### config.mk
export PLATFORM = sky130hd
export DESIGN_NAME = timer_bcd_mmss
export DESIGN_NICKNAME = d
export VERILOG_FILES = /design/src/rtl/timer_bcd_mmss.sv
export SDC_FILE = /design/constraint.sdc
export NUM_CORES = 1
export LEC_CHECK = 0
export CELL_PAD_IN_SITES_DETAIL_PLACEMENT = 0
export CELL_PAD_IN_SITES_GLOBAL_PLACEMENT = 1
export CORE_MARGIN = 2
export CORE_UTILIZATION = 41
export CTS_BUF_LIST = sky130_fd_sc_hd__clkbuf_16
export CTS_CLUSTER_SIZE = 16
export DETAILED_ROUTE_END_ITERATION = 10
export PLACE_DENSITY = 0.78
export SETUP_SLACK_MARGIN = 0.2
export SYNTH_ARGS = -nofsm -noshare
export SYNTH_HDL_FRONTEND = slang
export SYNTH_SLANG_ARGS = --single-unit
### constraint.sdc
create_clock -name clk -period 5.08 [get_ports clk]
set_input_delay 0.762 -clock clk [delete_from_list [all_inputs] [get_ports clk]]
set_output_delay 0.762 -clock clk [all_outputs]
set_load 0.01 [all_outputs]
### src/rtl/timer_bcd_mmss.sv
// MM:SS BCD countdown/count-up timer with IDLE/RUN/PAUSE/DONE control.
// The count register holds packed BCD digits and feeds the display outputs directly.
module timer_bcd_mmss #(
  parameter int MAX_MIN = 59
) (
  input  logic       clk,
  input  logic       reset,
  input  logic       tick,
  input  logic       start_stop,
  input  logic       load,
  input  logic       up_down,
  input  logic [3:0] set_M1,
  input  logic [3:0] set_M0,
  input  logic [3:0] set_S1,
  input  logic [3:0] set_S0,
  output logic [3:0] BCD0,
  output logic [3:0] BCD1,
  output logic [3:0] BCD2,
  output logic [3:0] BCD3,
  output logic       running,
  output logic       done
);

  typedef enum logic [1:0] {
    IDLE  = 2'd0,
    RUN   = 2'd1,
    PAUSE = 2'd2,
    DONE  = 2'd3
  } state_t;

  typedef struct packed {
    logic [3:0] m1;
    logic [3:0] m0;
    logic [3:0] s1;
    logic [3:0] s0;
  } mmss_t;

  localparam logic [3:0] TERM_M1   = 4'(MAX_MIN / 10);
  localparam logic [3:0] TERM_M0   = 4'(MAX_MIN % 10);
  localparam logic [6:0] MAX_MIN_W = 7'(MAX_MIN);

  state_t state, state_next;
  mmss_t  cnt, cnt_next;
  logic   mode_up, mode_up_next;

  function automatic logic [6:0] minutes_of(input mmss_t c);
    return (7'(c.m1) * 7'd10) + 7'(c.m0);
  endfunction

  function automatic logic [3:0] sat9(input logic [3:0] d);
    return (d > 4'd9) ? 4'd9 : d;
  endfunction

  function automatic mmss_t clamp_preset(input logic [3:0] m1, input logic [3:0] m0,
                                         input logic [3:0] s1, input logic [3:0] s0);
    mmss_t p;
    p.m1 = sat9(m1);
    p.m0 = sat9(m0);
    p.s1 = (s1 > 4'd5) ? 4'd5 : s1;
    p.s0 = sat9(s0);
    if (minutes_of(p) > MAX_MIN_W) begin
      p = '{m1: TERM_M1, m0: TERM_M0, s1: 4'd0, s0: 4'd0};
    end
    return p;
  endfunction

  // Down-count never starts from 00:00 in RUN, so the minutes-tens borrow cannot underflow.
  function automatic mmss_t step_down(input mmss_t c);
    mmss_t n;
    n = c;
    if (c.s0 != 4'd0) begin
      n.s0 = c.s0 - 4'd1;
    end else begin
      n.s0 = 4'd9;
      if (c.s1 != 4'd0) begin
        n.s1 = c.s1 - 4'd1;
      end else begin
        n.s1 = 4'd5;
        if (c.m0 != 4'd0) begin
          n.m0 = c.m0 - 4'd1;
        end else begin
          n.m0 = 4'd9;
          n.m1 = c.m1 - 4'd1;
        end
      end
    end
    return n;
  endfunction

  function automatic mmss_t step_up(input mmss_t c);
    mmss_t n;
    n = c;
    if (c.s0 != 4'd9) begin
      n.s0 = c.s0 + 4'd1;
    end else begin
      n.s0 = 4'd0;
      if (c.s1 != 4'd5) begin
        n.s1 = c.s1 + 4'd1;
      end else begin
        n.s1 = 4'd0;
        if (c.m0 != 4'd9) begin
          n.m0 = c.m0 + 4'd1;
        end else begin
          n.m0 = 4'd0;
          n.m1 = c.m1 + 4'd1;
        end
      end
    end
    return n;
  endfunction

  // Up mode treats any value in the last minute as terminal so a preset such as
  // MAX_MIN:30 finishes instead of running past the limit.
  function automatic logic is_terminal(input mmss_t c, input logic up);
    if (up) return minutes_of(c) >= MAX_MIN_W;
    else    return c == '0;
  endfunction

  always_comb begin
    mmss_t stepped;
    // NOTE: every variable gets a default before any branch so no latch is inferred.
    state_next   = state;
    cnt_next     = cnt;
    mode_up_next = mode_up;
    stepped      = mode_up ? step_up(cnt) : step_down(cnt);

    if (load) begin
      cnt_next     = clamp_preset(set_M1, set_M0, set_S1, set_S0);
      mode_up_next = up_down;
      state_next   = IDLE;
    end else begin
      unique case (state)
        IDLE: begin
          if (start_stop) state_next = is_terminal(cnt, mode_up) ? DONE : RUN;
        end
        RUN: begin
          // A start_stop in the same cycle as a tick wins; that tick is dropped.
          if (start_stop) begin
            state_next = PAUSE;
          end else if (tick) begin
            cnt_next = stepped;
            if (is_terminal(stepped, mode_up)) state_next = DONE;
          end
        end
        PAUSE: begin
          if (start_stop) state_next = RUN;
        end
        DONE: begin
          state_next = DONE;
        end
        default: state_next = IDLE;
      endcase
    end
  end

  always_ff @(posedge clk or negedge reset) begin
    if (!reset) begin
      state   <= IDLE;
      cnt     <= '0;
      mode_up <= 1'b0;
      running <= 1'b0;
      done    <= 1'b0;
    end else begin
      // NOTE: non-blocking assignments so every flop samples pre-edge values.
      state   <= state_next;
      cnt     <= cnt_next;
      mode_up <= mode_up_next;
      running <= (state_next == RUN);
      done    <= (state_next == DONE);
    end
  end

  assign BCD0 = cnt.s0;
  assign BCD1 = cnt.s1;
  assign BCD2 = cnt.m0;
  assign BCD3 = cnt.m1;

endmodule

* Word level (Yosys, flattened, before mapping)
Cells that the tools add are included.
Operators by class: multipliers 3, eq/ne operators 9, multiplexer cells 39, reduce and logical (&&, ||, !) cells 9, add/sub/neg operators 11, $lt $le $gt $ge 7
Operator list (number):
- $mux W16 | 6
- $mux W4 | 12
- $logic_not A16 Y1 | 2
- $mux W12 | 2
- $add A7 B4 Y7 | 3
- $mul A4 B3 Y6 const B | 3
- $add A4 B1 Y4 const B | 4
- $mux W8 | 2
- $sub A4 B1 Y4 const B | 4
- $ge A7 B6 Y1 const B | 2
- $mux W2 | 7
- $gt A4 B4 Y1 const B | 3
- $reduce_bool A4 Y1 | 3
- $mux W1 | 9
- $ne A4 B4 Y1 const B | 2
- $pmux W2 S4 | 1
- $gt A7 B6 Y1 const B | 1
- $eq A2 B2 Y1 const B | 3
- $eq A2 B1 Y1 const B | 2
- $gt A4 B3 Y1 const B | 1
- $ne A4 B3 Y1 const B | 1
- $reduce_bool A2 Y1 | 2
- $reduce_and A3 Y1 | 1
- $logic_not A2 Y1 | 1
- $ne A2 B1 Y1 const B | 1
Storage, ports and cells: word-level logic and storage cells 86, output and inout port bits 18, bits of input ports 22, flip-flop bits (word level) 21

* Depth between registers and ports, before layout
Gate-level depths: netlist (run 1).
word-level depth 19, mapped depth 17, depth with buffers taken out 16

* Least setup slack after synthesis (run 1)
No wires, ideal clock.
path kind register to register, start point reg cnt, in the netlist BCD2[0], end point reg running, data arrival time 3.596 ns, buffers on the path 1, library setup time 0.067 ns, cell stages (with the launch flop) 17, clock period less this slack 3.663 ns, data required time 5.013 ns, setup slack 1.417 ns, cells stage by stage dfrtp_1 -> clkbuf_1 -> inv_1 -> ha_1 -> nor3b_2 -> nand4_1 -> o32ai_2 -> xor2_2 -> ha_1 -> ha_1 -> fa_1 -> nand2_1 -> nor2_1 -> xnor2_1 -> xnor2_1 -> a211oi_2 -> and3_1
On the way: word-level cells in the longest chain between the ends 19, elaborated cells between the ends (all ways) 37, classes of those cells add/sub: 4; mul: 1; order compare: 2; eq/ne: 2; mux: 25; reduce/logical: 3
RTL lines:
- start, declared | RTL line 43 | mmss_t cnt, cnt_next;
- start signal, assigned | RTL line 166 | cnt <= cnt_next;
- $ne A4 B4 Y1 / $reduce_bool A4 Y1 (equally long branches) | RTL line 101, 79
- $mux W4, on equally long branches | RTL line 101, 79
- $mux W8, on equally long branches | RTL line 97, 75
- $mux W12, on equally long branches | RTL line 93, 71
- $mux W16 | RTL line 125 | stepped = mode_up ? step_up(cnt) : step_down(cnt);
- $mul A4 B3 Y6 | RTL line 47 | return (7'(c.m1) * 7'd10) + 7'(c.m0);
- $add A7 B4 Y7 | RTL line 47
- $ge A7 B6 Y1 | RTL line 115 | if (up) return minutes_of(c) >= MAX_MIN_W;
- [3 not listed]
- $mux W1 | RTL line 132 | unique case (state)
- $mux W1 | RTL line 127 | if (load) begin
- $mux W2 | RTL line 142 | if (is_terminal(stepped, mode_up)) state_next = DONE;
- $mux W2 | RTL line 140 | end else if (tick) begin
- $mux W2 | RTL line 138 | if (start_stop) begin
- $pmux W2 S4 (*) | RTL line 132
- $mux W2 (*) | RTL line 127
- $eq A2 B1 Y1 (*) | RTL line 168 | running <= (state_next == RUN);
- end signal, assigned | RTL line 168
- end, declared | RTL line 20 | output logic running,
Every way passes the cells marked *; elsewhere a longest branch is shown, timed or not. The select of a mux whose other input is x is not followed. A chain may end at the register's enable or synchronous reset.

* Final worst setup path (run 1)
Same ends and word-level chain as after synthesis.

==> results.txt, run 1 <==
Status -> complete, no violations
Pins Over Slew Limit -> 0
WP data required -> 5270 ps
Clock buffer depth -> 2
Total core area -> 6310 sq um
Initial Utilization -> 42.3%
Crit-path cells -> inv_1 -> ha_1 -> nor3b_2 -> nand4_1 -> o32ai_2 -> xor2_2 -> ha_1 -> ha_1 -> fa_1 -> nand2_1 -> nor2_1 -> xnor2_1 -> xnor2_1 -> a211oi_2 -> and3_1
Reg2Reg Capture Point -> running
Fin. Hold Viols -> 0
RePlAce Congestion -> 0.900
# placed instances -> 424
Vias in the first global route -> 2506
Overall Power -> 0.740 mW
Residual DRC -> 0
Worst Path Arrival -> 4180 ps
Global-route wire length before repair -> 12.4 mm
Crit. Startpoint -> BCD2[0]
Share of layout cells above drive strength 1 -> 5.98%
Drt total wl -> 7.22 mm
Port-buffer cells -> 39
CP Max Fanout -> 11
Syn_nets -> 379
Vias after detailed routing -> 2527
Skew-Pair Late Insertion Delay -> 260 ps
Worst Setup Start Kind -> register
Max_slew headroom -> 30.4%
N_diodes -> 0
DP Area -> 3080 sq um
Max Cap Viol -> 0
Final std cells w/o fill -> 428
RSZ-0062 raised after global routing -> false
Post-CTS setup buffers -> 0
Post-route setup slack -> 1090 ps
WL/cell -> 16.9 microns
Setup TNS -> 0 ps
Initial antenna violation count -> 0
Peak VDD IR -> 0.179 mV
Largest net degree at the start of global routing -> 25
FF-to-FF setup slack -> 1090 ps
Drt first pass iters -> 4
Floorplan row count -> 29
Num ports -> 40
Fraction of registers with async set/reset -> 100%
Die X -> 84.7 microns
H-tree levels -> 1
Syn Inst Count -> 327
Syn. warnings -> 0
Setup CP Type -> reg2reg
CTS Hold Bufs -> 0
All-Layer GR Usage -> 21.1%
Min Tclk post-route -> 3990 ps
Post-route ant nets -> 0
Worst reg2reg startpoint -> BCD2[0]
Seq cells post-synth -> 21
Max Clock Freq -> 0.251 GHz
Crit-path most repeated cell -> ha_1
CTS tree -> yes
Critical path capture point -> running
Distinct cells, synth -> 67
Slew @ Worst Pin -> 1040 ps
Fin util -> 50.0%
Pre-CTS setup slack -> 1110 ps
Final setup fails -> 0
LEAKAGE -> 1.33 nW
Clock Skew -> 6.45 ps
Worst Reg2Reg Path Length in Cells -> 15
Final #Nets -> 404
EDFF count, synth -> 0
Die height -> 84.7 microns
Hold Path Class -> reg2reg
Clock transition at path regs -> 60 ps
Gr ovfl total -> 0
Worst path max stage delay -> 510 ps
Crit end category -> register
Seq/Total Area, Yosys -> 19.7%
Num CTS Buffers -> 3
Via density -> 5.90
Finished layout cell area -> 3150 sq um
Area Growth Syn to Fin -> 18.0%
Synth Area per Inst -> 8.17 sq um
Period utilisation layout -> 78.5%
Top FF cell, synth -> dfrtp_1
Hold slack -> 654 ps
Initial DRC Count -> 196
CTS resizes -> 0
Die area -> 7180 sq um
Clock root buffer -> clkbuf_16
Mapped Area -> 2670 sq um
Detailed placer's ending HPWL -> 5.43 mm
Pwr Density -> 235 nW/um^2
Clock sinks -> 21
Slowest CP cell -> dfrtp_1
## worst min path at each step
stage | start | end | slack, ps | cells after the start
6_report | state[1] | state[0] | 650 | 2
3_3_place_gp | state[1] | state[0] | 650 | 2
2_1_floorplan | reset | BCD0[0] | 470 | 0
4_1_cts | state[1] | state[0] | 660 | 2
5_1_grt | state[1] | state[0] | 700 | 2
3_5_place_dp | state[1] | state[0] | 640 | 2
## power by group
part           internal [mW]  switching [mW]  total [mW]
Clock                  0.105          0.0643       0.169
Sequential             0.183          0.0566       0.240
Combinational          0.160           0.171       0.331
## sequential cells by signal, indices dropped and copies added (netlist names)
name and count:
running 1, done 1, BCD2 4, BCD3 4, mode_up 1, state 2, BCD1 4, BCD0 4
## cell families (layout without fill, tap and decap cells)
family | Yosys count | in the layout | share of synthesized area (%)
buffers and inverters | 41 | 65 | 6.51
adder cells (fa/ha/maj) | 31 | 31 | 16.1
AND/OR/NAND/NOR | 121 | 121 | 24.6
flip-flops | 21 | 21 | 19.7
XOR/XNOR | 14 | 14 | 4.87
AO/OA/AOI/OAI | 85 | 85 | 22.9
multiplexers | 14 | 14 | 5.38
## placed cells by master (no fill, tap or decap), drive strengths merged, types with 6 or more instances in the layout
master and n:
mux2i 11, clkdlybuf4s50 39, inv 20, o22ai 7
nor2b 6, nand3 7, xor2 7, o21ai 16
fa 6, nand4 6, ha 24, nor2 31
nand2 24, xnor2 7, nor3 14, dfrtp 21
and3 6, a21oi 22
## Yosys cell counts (all sizes together) (5+ instances only)
| cell | count | area share [%] |
|---|---|---|
| nor2b | 6 | 1.4 |
| nand4 | 6 | 1.4 |
| mux2i | 11 | 4.1 |
| clkbuf | 16 | 2.3 |
| ha | 24 | 11 |
| o21ai | 16 | 3.0 |
| nor2 | 31 | 4.4 |
| nand2 | 24 | 3.4 |
| o22ai | 7 | 1.6 |
| dfrtp | 21 | 20 |
| buf | 5 | 1.4 |
| a21o | 5 | 1.4 |
| nor3 | 14 | 3.0 |
| xnor2 | 7 | 2.3 |
| nand3 | 7 | 1.3 |
| a21oi | 22 | 4.3 |
| fa | 6 | 4.5 |
| and3 | 6 | 1.4 |
| xor2 | 7 | 2.6 |
| nor3b | 5 | 1.6 |
| inv | 19 | 2.7 |
## per-layer routing
| layer | vias up | global-route usage (%) | wire length (microns) |
|---|---|---|---|
| met4 | 0 | 5.34 | 114 |
| met2 | 55 | 34.9 | 3450 |
| met1 | 1220 | 29.8 | 3410 |
| met5 | - | 0 | 0 |
| met3 | 8 | 1.97 | 237 |
| li1 | 1244 | - | - |
## critical path: cells and delay by family (launching register included)
family | cells | cell delay (ps)
adders and majority gates | 4 | 1170
and+or+nand+nor | 5 | 930
AOI/OAI and AO/OA | 2 | 680
DFF | 1 | 510
xor gates and xnor gates | 3 | 480
buffers and inverters | 1 | 160
## final cells by class
class / count / area, sq um
flip-flops and latches: 21 / 526
fillers: 647 / 3160
clock inverters: 1 / 3.75
clock buffers: 3 / 75.1
multi-input cells: 265 / 1970
repair buffers: 41 / 405
inverters: 20 / 75.1
well taps: 77 / 96.3
(Power assumes the default switching activity.)
==> run 2, diff against run 1 <==
--- a/config.mk
+++ b/config.mk
@@ -8,11 +8,11 @@
 export CELL_PAD_IN_SITES_DETAIL_PLACEMENT = 0
 export CELL_PAD_IN_SITES_GLOBAL_PLACEMENT = 1
 export CORE_MARGIN = 2
-export CORE_UTILIZATION = 41
+export CORE_UTILIZATION = 37
 export CTS_BUF_LIST = sky130_fd_sc_hd__clkbuf_16
 export CTS_CLUSTER_SIZE = 16
 export DETAILED_ROUTE_END_ITERATION = 10
-export PLACE_DENSITY = 0.78
+export PLACE_DENSITY = 0.74
 export SETUP_SLACK_MARGIN = 0.2
 export SYNTH_ARGS = -nofsm -noshare
 export SYNTH_HDL_FRONTEND = slang
==> constraint.sdc (replaced) <==
create_clock -name clk -period 3.2 [get_ports clk]
set_input_delay 0.48 -clock clk [delete_from_list [all_inputs] [get_ports clk]]
set_output_delay 0.48 -clock clk [all_outputs]
set_load 0.01 [all_outputs]
==> run 2 against run 1 <==
  * The flow now finishes with violations (setup timing)
  * Via count is 12% higher
  * Count of clock-buffer cells in the layout did not move
  * Final cell count grew 19%
  * Routed wire length is 13% higher
  * Critical path type unchanged
  * Largest cell class unchanged
==> results.txt, run 2 (synthesized netlist as in run 1, its figures left out) <==
Drt first pass iters -> 5
Total core area -> 6910 sq um
Floorplan row count -> 30
Clock Skew -> 3.63 ps
Die X -> 89.0 microns
Num ports -> 40
Detailed placer's ending HPWL -> 6.29 mm
Global-route wire length before repair -> 13.3 mm
Hold slack -> 568 ps
# placed instances -> 494
Min Tclk post-route -> 3440 ps
Largest net degree at the start of global routing -> 24
Failing checks -> setup timing
Initial Utilization -> 38.7%
Skew-Pair Late Insertion Delay -> 250 ps
Drt total wl -> 8.15 mm
Peak VDD IR -> 0.201 mV
Clock transition at path regs -> 60 ps
Clock buffer depth -> 2
WL/cell -> 16.0 microns
CTS Hold Bufs -> 0
WP data required -> 3390 ps
Pwr Density -> 356 nW/um^2
Fin util -> 54.0%
Share of layout cells above drive strength 1 -> 23.1%
Clock root buffer -> clkbuf_16
Slew @ Worst Pin -> 402 ps
N_diodes -> 0
Initial DRC Count -> 191
Initial antenna violation count -> 0
Clock sinks -> 21
Slowest CP cell -> fa_1
Die height -> 89.0 microns
RePlAce Congestion -> 0.885
Final std cells w/o fill -> 508
Gr ovfl total -> 0
Num CTS Buffers -> 3
Period utilisation layout -> 107%
Max Clock Freq -> 0.291 GHz
Crit-path cells -> inv_4 -> ha_4 -> nor3b_4 -> nand4_1 -> o32ai_4 -> xor2_2 -> ha_4 -> ha_4 -> fa_1 -> nand2_1 -> nor2_2 -> xnor2_2 -> xnor2_1 -> a211oi_2 -> and3_1
CP Max Fanout -> 3
Fin. Hold Viols -> 0
Max_slew headroom -> 73.2%
Post-route ant nets -> 0
Residual DRC -> 0
Via density -> 5.55
Most common cell after layout, fill and taps aside -> buf_4
Port-buffer cells -> 39
Die area -> 7920 sq um
DP Area -> 3510 sq um
Area of the multi-input gates -> 2060 sq um
Register Area -> 527 sq um
Worst path max stage delay -> 480 ps
Final #Nets -> 465
Area Growth Syn to Fin -> 39.5%
Worst Path Arrival -> 3630 ps
Worst Setup Start Kind -> register
Leading cell types in the layout, fill and taps excluded -> 63 x buf_4, 37 x clkdlybuf4s50_1, 30 x nor2_1, 24 x nand2_1, 21 x ha_1
Pre-CTS setup slack -> -267 ps
Hold Path Class -> in2async
Crit end category -> register
Status -> finished, violations left
Vias in the first global route -> 2761
All-Layer GR Usage -> 21.5%
Crit-path most repeated cell -> ha_4
Worst Reg2Reg Path Length in Cells -> 15
Max Cap Viol -> 0
Fillcell total -> 685
Post-route setup slack -> -239 ps
H-tree levels -> 1
Worst reg2reg startpoint -> BCD2[0]
Setup CP Type -> reg2reg
CTS tree -> yes
LEAKAGE -> 1.65 nW
RSZ-0062 raised after global routing -> true
Top Family by Delay on Critical Path -> adder cells
Vias after detailed routing -> 2818
Pins Over Slew Limit -> 0
Instance count on the critical path -> 15
Crit. Startpoint -> BCD2[0]
Buf/Inv on CP -> 1
Final setup fails -> 3
Finished layout cell area -> 3730 sq um
run 2: worst reg2reg max path, cell delays in order, from the launching register on:
cell	delay, ps
dfrtp_1	420
inv_4	80
ha_4	120
nor3b_4	230
nand4_1	220
o32ai_4	330
xor2_2	240
ha_4	240
ha_4	150
fa_1	480
nand2_1	70
nor2_2	150
xnor2_2	130
xnor2_1	110
a211oi_2	230
and3_1	180
run 2: layer usage:
layer,track usage (%),share of wire [%],vias to the layer above
met5,0,0,-
met4,5.29,1.3,0
met3,3.05,4.9,13
met2,35.3,46,97
met1,30.0,47,1342
li1,-,-,1366
run 2: cell type report:
cell class / count / area share [%]
timing repair buffer: 102 / 23.3
inverter: 20 / 2.08
multi-input combinational: 265 / 55.1
sequential: 21 / 14.1
tap: 96 / 3.22
clock buffer: 3 / 2.01
clock inverter: 1 / 0.134
run 2: path summary, 6_finish.rpt:
check                          end  slack [ps]
max                        running        -240
min                        BCD3[2]         570
max reg2reg                running        -240
min reg2reg                BCD3[1]         610
max in group asynchronous  BCD2[1]        2390
min in group clk           BCD3[1]         610
run 2: repair_timing:
| item | CTS | global route |
|---|---|---|
| pin swaps | 9 | 13 |
| setup buffers | 4 | 6 |
| gates resized for setup | 3 | 11 |
| endpoints found under the setup margin | 3 | 11 |
| gates cloned | 0 | 0 |
run 2: where the power goes:
group | total (mW) | switching [mW] | internal, mW
clock | 0.265 | 0.0969 | 0.168
sequential | 0.328 | 0.0354 | 0.293
combinational | 0.735 | 0.371 | 0.364
total | 1.33 | 0.504 | 0.824
run 2: metrics by stage:
stage                     TNS, ps  power [mW]
after global placement       -436        1.00
after detailed placement     -751        1.02
final                        -682        1.33
after CTS                    -609        1.30
after global routing        -1200        1.43
after floorplan              -679       0.742
==> run 3, diff against run 2 <==
--- a/config.mk
+++ b/config.mk
@@ -10,6 +10,7 @@
 export CORE_MARGIN = 2
 export CORE_UTILIZATION = 37
 export CTS_BUF_LIST = sky130_fd_sc_hd__clkbuf_16
+export CTS_CLUSTER_DIAMETER = 150
 export CTS_CLUSTER_SIZE = 16
 export DETAILED_ROUTE_END_ITERATION = 10
 export PLACE_DENSITY = 0.74
==> results of run 3 <==
Final layout, timing and power as in run 2 (identical DEF).
